### src/rtl/truth_table_sweeper.sv
// Truth-table sweeper: steps a 3-input DUT through every input vector,
// captures Y for each vector and scores it against an expected table.
//
// Ports:
//   clk, rst     rising-edge clock, synchronous active-high reset
//   start        sweep request, honoured only while idle
//   exp_table    expected Y per index, latched when a sweep is accepted
//   y_in         DUT output Y
//   abc          DUT input vector (A = MSB, C = LSB), 0 when not sweeping
//   busy, done   sweep in progress / one-cycle end-of-sweep pulse
//   pass         no mismatches; valid from done until the next sweep
//   captured     sampled Y per index
//   err_count    number of mismatching indices
//   first_err    lowest mismatching index, 0 when pass
module truth_table_sweeper #(
    parameter int N_IN   = 3,
    parameter int SETTLE = 2
) (
    input  logic                 clk,
    input  logic                 rst,
    input  logic                 start,
    input  logic [2**N_IN-1:0]   exp_table,
    input  logic                 y_in,
    output logic [N_IN-1:0]      abc,
    output logic                 busy,
    output logic                 done,
    output logic                 pass,
    output logic [2**N_IN-1:0]   captured,
    output logic [N_IN:0]        err_count,
    output logic [N_IN-1:0]      first_err
);

    localparam int TW  = 2**N_IN;
    localparam int SCW = $clog2(SETTLE + 1);

    localparam logic [1:0] S_IDLE   = 2'd0;
    localparam logic [1:0] S_SETTLE = 2'd1;
    localparam logic [1:0] S_SAMPLE = 2'd2;
    localparam logic [1:0] S_DONE   = 2'd3;

    logic [1:0]      state_q, state_d;
    logic [N_IN-1:0] idx_q, idx_d;
    logic [SCW-1:0]  settle_q, settle_d;
    logic [TW-1:0]   exp_q, exp_d;
    logic [TW-1:0]   cap_q, cap_d;
    logic [N_IN:0]   err_q, err_d;
    logic [N_IN-1:0] ferr_q, ferr_d;
    logic            pass_q, pass_d;

    always_comb begin
        state_d  = state_q;
        idx_d    = idx_q;
        settle_d = settle_q;
        exp_d    = exp_q;
        cap_d    = cap_q;
        err_d    = err_q;
        ferr_d   = ferr_q;
        pass_d   = pass_q;
        case (state_q)
            S_IDLE: begin
                if (start) begin
                    exp_d    = exp_table;
                    cap_d    = '0;
                    err_d    = '0;
                    ferr_d   = '0;
                    pass_d   = 1'b0;
                    idx_d    = '0;
                    settle_d = '0;
                    state_d  = S_SETTLE;
                end
            end
            S_SETTLE: begin
                settle_d = settle_q + SCW'(1);
                if (settle_q == SCW'(SETTLE - 1)) begin
                    state_d = S_SAMPLE;
                end
            end
            S_SAMPLE: begin
                cap_d[idx_q] = y_in;
                if (y_in != exp_q[idx_q]) begin
                    err_d = err_q + (N_IN+1)'(1);
                    // err_q still zero means this is the first mismatch
                    if (err_q == '0) begin
                        ferr_d = idx_q;
                    end
                end
                if (idx_q == N_IN'(TW - 1)) begin
                    // Resolve pass now so it is already valid alongside done
                    pass_d  = (err_d == '0);
                    state_d = S_DONE;
                end else begin
                    idx_d    = idx_q + N_IN'(1);
                    settle_d = '0;
                    state_d  = S_SETTLE;
                end
            end
            S_DONE: begin
                pass_d  = (err_q == '0);
                idx_d   = '0;
                state_d = S_IDLE;
            end
            default: begin
                state_d = S_IDLE;
            end
        endcase
    end

    always_ff @(posedge clk) begin
        if (rst) begin
            state_q  <= S_IDLE;
            idx_q    <= '0;
            settle_q <= '0;
            exp_q    <= '0;
            cap_q    <= '0;
            err_q    <= '0;
            ferr_q   <= '0;
            pass_q   <= 1'b0;
        end else begin
            state_q  <= state_d;
            idx_q    <= idx_d;
            settle_q <= settle_d;
            exp_q    <= exp_d;
            cap_q    <= cap_d;
            err_q    <= err_d;
            ferr_q   <= ferr_d;
            pass_q   <= pass_d;
        end
    end

    // The vector is only presented while settling/sampling; 0 otherwise
    assign abc = (state_q == S_SETTLE || state_q == S_SAMPLE) ? idx_q : '0;
    assign busy      = (state_q != S_IDLE);
    assign done      = (state_q == S_DONE);
    assign pass      = pass_q;
    assign captured  = cap_q;
    assign err_count = err_q;
    assign first_err = ferr_q;

endmodule

### config.mk
export PLATFORM = sky130hd
export DESIGN_NAME = truth_table_sweeper
export DESIGN_NICKNAME = d
export VERILOG_FILES = /design/src/rtl/truth_table_sweeper.sv
export SDC_FILE = /design/constraint.sdc
export NUM_CORES = 1
export LEC_CHECK = 0
export BUFFER_PORTS_ARGS = -buffer_cell sky130_fd_sc_hd__buf_2
export CAP_MARGIN = 20
export CORE_MARGIN = 8
export CORE_UTILIZATION = 40
export DETAILED_ROUTE_END_ITERATION = 7
export HOLD_SLACK_MARGIN = 0.08
export PLACE_DENSITY = 0.67
export SETUP_SLACK_MARGIN = 0.4
export SLEW_MARGIN = 30
export SYNTH_ARGS = -nofsm -noshare
export SYNTH_HDL_FRONTEND = slang
export SYNTH_SLANG_ARGS = --single-unit
export TNS_END_PERCENT = 10
### constraint.sdc
create_clock -name clk -period 5.55 [get_ports clk]
set_input_delay 0.8325 -clock clk [delete_from_list [all_inputs] [get_ports clk]]
set_output_delay 0.8325 -clock clk [all_outputs]
set_load 0.03 [all_outputs]
# [Word-level counts from Yosys, hierarchy flattened]
# Index checks and enable logic that the tools add are counted.
[word_totals] register_bits=31 wordCells=69 in_bits=12
[op_classes] n_eq_ne=12 order_cmp=2 add_sub_neg=3 reduce_logical=16 muxes=28
[op_table] op="case mux 8 bit (2 select lines)" count=1
[op_table] op="two-way mux 3 bit" count=5
[op_table] op="two-way mux 4 bit" count=3
[op_table] op="!= test 2 bit, second input constant" count=6
[op_table] op="two-way mux 2 bit" count=5
[op_table] op="case mux 3 bit (3 select lines)" count=1
[op_table] op="AND reduction 3 bit" count=3
[op_table] op="bitwise mux 8 bit" count=1
[op_table] op="logical NOT 4 bit" count=2
[op_table] op="two-way mux 8 bit" count=1
[op_table] op="case mux 2 bit (4 select lines)" count=1
[op_table] op="case mux 4 bit (2 select lines)" count=1
[op_table] op="case mux 2 bit (3 select lines)" count=1
[op_table] op="case mux 3 bit (2 select lines)" count=1
[op_table] op="AND reduction 2 bit" count=3
[op_table] op="nonzero test 3 bit" count=2
[op_table] op="adder 4 x 1 -> 4 bit, second input constant" count=1
[op_table] op="equality test 2 x 1 -> 1 bit, second input constant" count=2
[op_table] op="equality test 2 bit, second input constant" count=2
[op_table] op="< comparator 3 x 4 -> 1 bit, second input constant" count=1
[op_table] op="two-way mux 1 bit" count=4
[op_table] op="AND reduction 4 bit" count=1
[op_table] op="nonzero test 2 bit" count=2
[op_table] op="adder 3 x 1 -> 3 bit, second input constant" count=1
[op_table] op="10 further kinds" count=10

# [Longest topological paths before layout]
[logic_depth] word_depth=8 depth_mapped=9 ltp_nobuf=7

# [Least setup slack after synthesis]
# No wires, ideal clock.
[synth_path] path_kind="input -> register" startpoint="input port start" endpoint="register err_q[3], in the netlist err_count[3]" cell_stages=5 arrival_ns=2.052 setup_ns=0.074 n_path_buf=1 setup_slack_ns=3.423 path_cell_list="clkbuf_1 nand2b_1 nand2_1 or4_1 a31oi_1"
[synth_between] elab_chain_len=2
[synth_rtl] item="from (decl)" line_no="21" text="input logic start,"
[synth_rtl] item="!= test 2 bit (no line)"
[synth_rtl] item="AND reduction 2 bit (no line)"
[synth_rtl] item="to (signal assigned)" line_no="124" text="err_q <= err_d;"
[synth_rtl] item="to (decl)" line_no="46" text="logic [N_IN:0] err_q, err_d;"
# No other way between the ends.
# A chain may end at the register's enable or synchronous reset.

# [Worst setup path in the final report]
[layout_path] startpoint="register idx_q[0]" endpoint="register pass_q, in the netlist pass"
[layout_between] elab_chain_len=8
[layout_rtl] item="from (decl)" line_no="42" text="logic [N_IN-1:0] idx_q, idx_d;"
[layout_rtl] item="from (signal assigned)" line_no="120" text="idx_q <= idx_d;"
[layout_rtl] item="binary-select mux 1 bit (select 3 bit)" line_no="80" text="if (y_in != exp_q[idx_q]) begin"
[layout_rtl] item="two-way mux 1 bit (implied by the code)" line_no="80"
[layout_rtl] item="!= test 1 bit" line_no="80"
[layout_rtl] item="two-way mux 4 bit" line_no="80"
[layout_rtl] item="two-way mux 4 bit" line_no="59" text="case (state_q)"
[layout_rtl] item="logical NOT 4 bit" line_no="89" text="pass_d = (err_d == '0);"
[layout_rtl] item="two-way mux 1 bit" line_no="87" text="if (idx_q == N_IN'(TW - 1)) begin"
[layout_rtl] item="case mux 1 bit (3 select lines)" line_no="59"
[layout_rtl] item="to (signal assigned)" line_no="126" text="pass_q <= pass_d;"
[layout_rtl] item="to (decl)" line_no="48" text="logic pass_q, pass_d;"
# Parallel ways exist; a longest one is shown, timed or not. The select of a mux whose other input is x is not followed.

==> metrics <==
Die Y=between 80 and 90 µm; setup TNS=0 ns; Via Count=1,585; CTS Hold Bufs=0; Lkg Pwr=approximately 0.00084 µW; Achievable Freq=approximately 0.4 GHz; Layout area overhead=16.5%; classification of the worst setup path=flop to flop; CP endpoint kind=flop; sw frac=38.2%; Worst Setup Slack, final=roughly 3.1 ns; max_cap viols=0; critical path startpoint=idx_q[0]; row count=24; Post-route DRC=0; CTS tree=yes; internal cell power=between 400 and 500 µW; Net Count, Synth=233; Setup Fix Bufs, Post-CTS=0; # placed instances=between 200 and 300; sequential fraction of design power=a little over a third; gr ovfl total=0; Clk Latency, worst-skew pair=about 0.28 ns; first-pass GRT wire length=about 7.0 mm; initial antenna violation count=0; Die Area=6640 µm²; worst-margin pin slew=0.915 ns; EDFF count, synth=0; clk root buf=clkbuf_8; number of DRC markers in iteration 0=93; Net Switching=roughly 280 µW; Post-Synthesis Cell Area=1710 µm²; Fillers=between 400 and 500; critical path required time=5.72 ns; number of buffers added on ports=32; CTS max path bufs=2; Starting Density=about two fifths; Overall Global Routing Usage=approximately an eighth; hold_ws=0.454 ns; post-route ant nets=0; fin. max-slew vios=0; reg2reg start=idx_q[0]; FFs w/ async S/R, synth=0%; largest net degree at the start of global routing=31; RePlAce Congestion=between 0.7 and 0.8; Ports=33; Syn Inst Count=roughly 210; Ys Warns=0; Comb pwr share=36.8%; clock sink count=31; VDD IR-drop max=between 0.15 and 0.2 mV; power per cell area=between 300 and 400 nW/µm²; Clock Pin Slew Worst Setup and Hold Paths=0.07 ns; FF-to-FF path depth=5; nets@finish=260; hold crit path type=flop to flop; clk_skew=0.00463 ns; Synth Flop Type=dfxtp_1; vias in the first global route=between 1,000 and 1,500; FF/Latch Area=621 µm²; Reg2Reg Capture Point=pass; Max transition margin=about two fifths; post-synthesis sequential area ratio=between 30% and 40%; Core Area=4230 µm²; Multi-input gate area=approximately 1000 µm²; layout cells sized above 1=19.6%; RSZ-0062 raised after global routing=false; Num CTS Buffers=5; post_cts resized=0; chip width=about 81 µm; worst slack at placement=3.02 ns; DR vias/cell=between 5 and 6; Crit path arrival time=about 2.6 ns; Mean Syn Cell Area=8.09 µm²; ANT cells=0; final hold viol count=0; Tmin final=~2.5 ns; Clock power frac=between 20% and 30%; Detail Placement HPWL=3.00 mm; final setup violation count=0; crit path launch type=flop; Finished Layout Cells=between 200 and 300; CTS H-tree depth=2; Synth Register Bits=31; Total Routed Length=slightly above 4 mm; Initial DRT Pass Iterations=4; status=complete, no violations; Yosys cell types=40; period utilisation layout=about 44%; R2R Setup Slk=around 3.1 ns; crit path to=pass; WL per Instance=14.2 µm; worst-path fanout max=13
-- cells in the mapped netlist, types with 2 or more instances --
cell,number,share of area (%)
o211ai_1,2,0.88
xor2_1,2,1.0
nor2b_1,2,0.73
mux2i_1,2,1.2
a311oi_1,2,1.0
nor2_1,17,3.7
buf_1,3,0.66
a22oi_1,2,0.88
a21oi_1,29,8.5
nand3_1,14,4.1
and2_1,3,1.1
nand2_1,25,5.5
ha_1,9,6.6
mux4_1,2,3.1
nor3_1,2,0.58
and3_1,4,1.5
mux2_2,4,2.6
a31oi_1,5,1.8
inv_1,11,2.4
nand2b_1,5,1.8
clkbuf_1,8,1.8
o21ai_0,10,2.9
nand4_1,2,0.73
dfxtp_1,31,36
-- final cells by class --
| type | instances | share of cell area (%) |
|---|---|---|
| timing repair buffer | 32 | 8.02 |
| sequential | 31 | 31.1 |
| tap | 52 | 3.26 |
| clock inverter | 1 | 0.376 |
| multi-input combinational | 158 | 50.4 |
| inverter | 11 | 2.07 |
| clock buffer | 7 | 4.82 |
-- power by group through the flow --
stage | logic, µW | registers, µW | clock network (µW)
CTS | 271 | 265 | 206
finish | 271 | 265 | 200
global route | 305 | 269 | 219
global placement | 270 | 270 | 0
detailed placement | 270 | 270 | 0
floorplan | 214 | 267 | 0
-- critical path, cell delays in order, from the launching register on --
cell,delay [ns]
dfxtp_1,0.61
mux4_1,0.62
mux2_4,0.35
xnor2_2,0.21
mux2_2,0.36
a31o_1,0.20
-- logic make-up (layout without fill, tap and decap cells) --
family	count (synthesis)	after routing	share of synthesized area, %
simple gates	78	78	21.5
compound gates	58	58	19.6
flops	31	31	36.2
buf+inv	23	51	5.11
mux	10	10	9.05
fa+ha+maj	9	9	6.57
xor+xnor	3	3	1.97
-- sequential cells by signal, indices dropped and copies added (netlist names) --
register	cells
first_err	3
exp_q	8
pass	1
captured	8
state_q	2
err_count	4
idx_q	3
settle_q	2
-- worst min-delay path by stage --
stage               cells past startpoint       end  slack [ns]     start
detailed placement                      2  exp_q[6]        0.44  exp_q[6]
finish                                  2  exp_q[6]        0.45  exp_q[6]
global route                            2  exp_q[4]        0.48  exp_q[4]
floorplan                               2  exp_q[1]        0.43  exp_q[1]
global placement                        2  exp_q[2]        0.45  exp_q[2]
CTS                                     2  exp_q[6]        0.45  exp_q[6]
-- stage by stage --
| stage | utilization [%] | power (µW) | area [µm²] |
|---|---|---|---|
| 2_1_floorplan | - | 480 | 1710 |
| 3_3_place_gp | 44.7 | 539 | 1890 |
| 3_5_place_dp | 44.7 | 540 | 1890 |
| 4_1_cts | 47.2 | 742 | 2000 |
| 5_1_grt | 47.2 | 793 | 2000 |
| 6_report | 47.2 | 736 | 2000 |
-- metal layers --
layer	part of all wire [%]	track usage (%)	up-vias
met5	0	0	-
met4	1.1	4.29	0
met3	5.3	3.72	7
met2	45	20.0	34
met1	48	17.9	740
li1	-	-	804
-- layout by cell type (no fill, tap or decap) --
master	n
a21o_1	1
a311oi_1	2
a31oi_1	5
o22ai_1	1
dfxtp_1	31
nand4b_1	1
nor2_1	17
ha_1	9
nand2b_1	5
a32oi_1	1
o21ai_0	10
nor3_1	2
a21oi_1	29
and2_1	3
nor4_1	1
nand4_1	2
buf_2	32
clkinvlp_4	1
a31o_1	1
or4_1	1
mux2_4	1
nand3_1	14
xnor2_2	1
mux2i_1	2
mux4_1	2
o211ai_1	2
a22oi_1	2
a211oi_1	1
nand2_1	25
o31ai_1	1
mux2i_4	1
clkbuf_8	7
xor2_1	2
and3_1	4
nor2b_1	2
o31a_1	1
a21boi_1	1
inv_1	11
nand3b_1	1
mux2_2	4
Note: power is estimated with default switching activity, not from simulation.
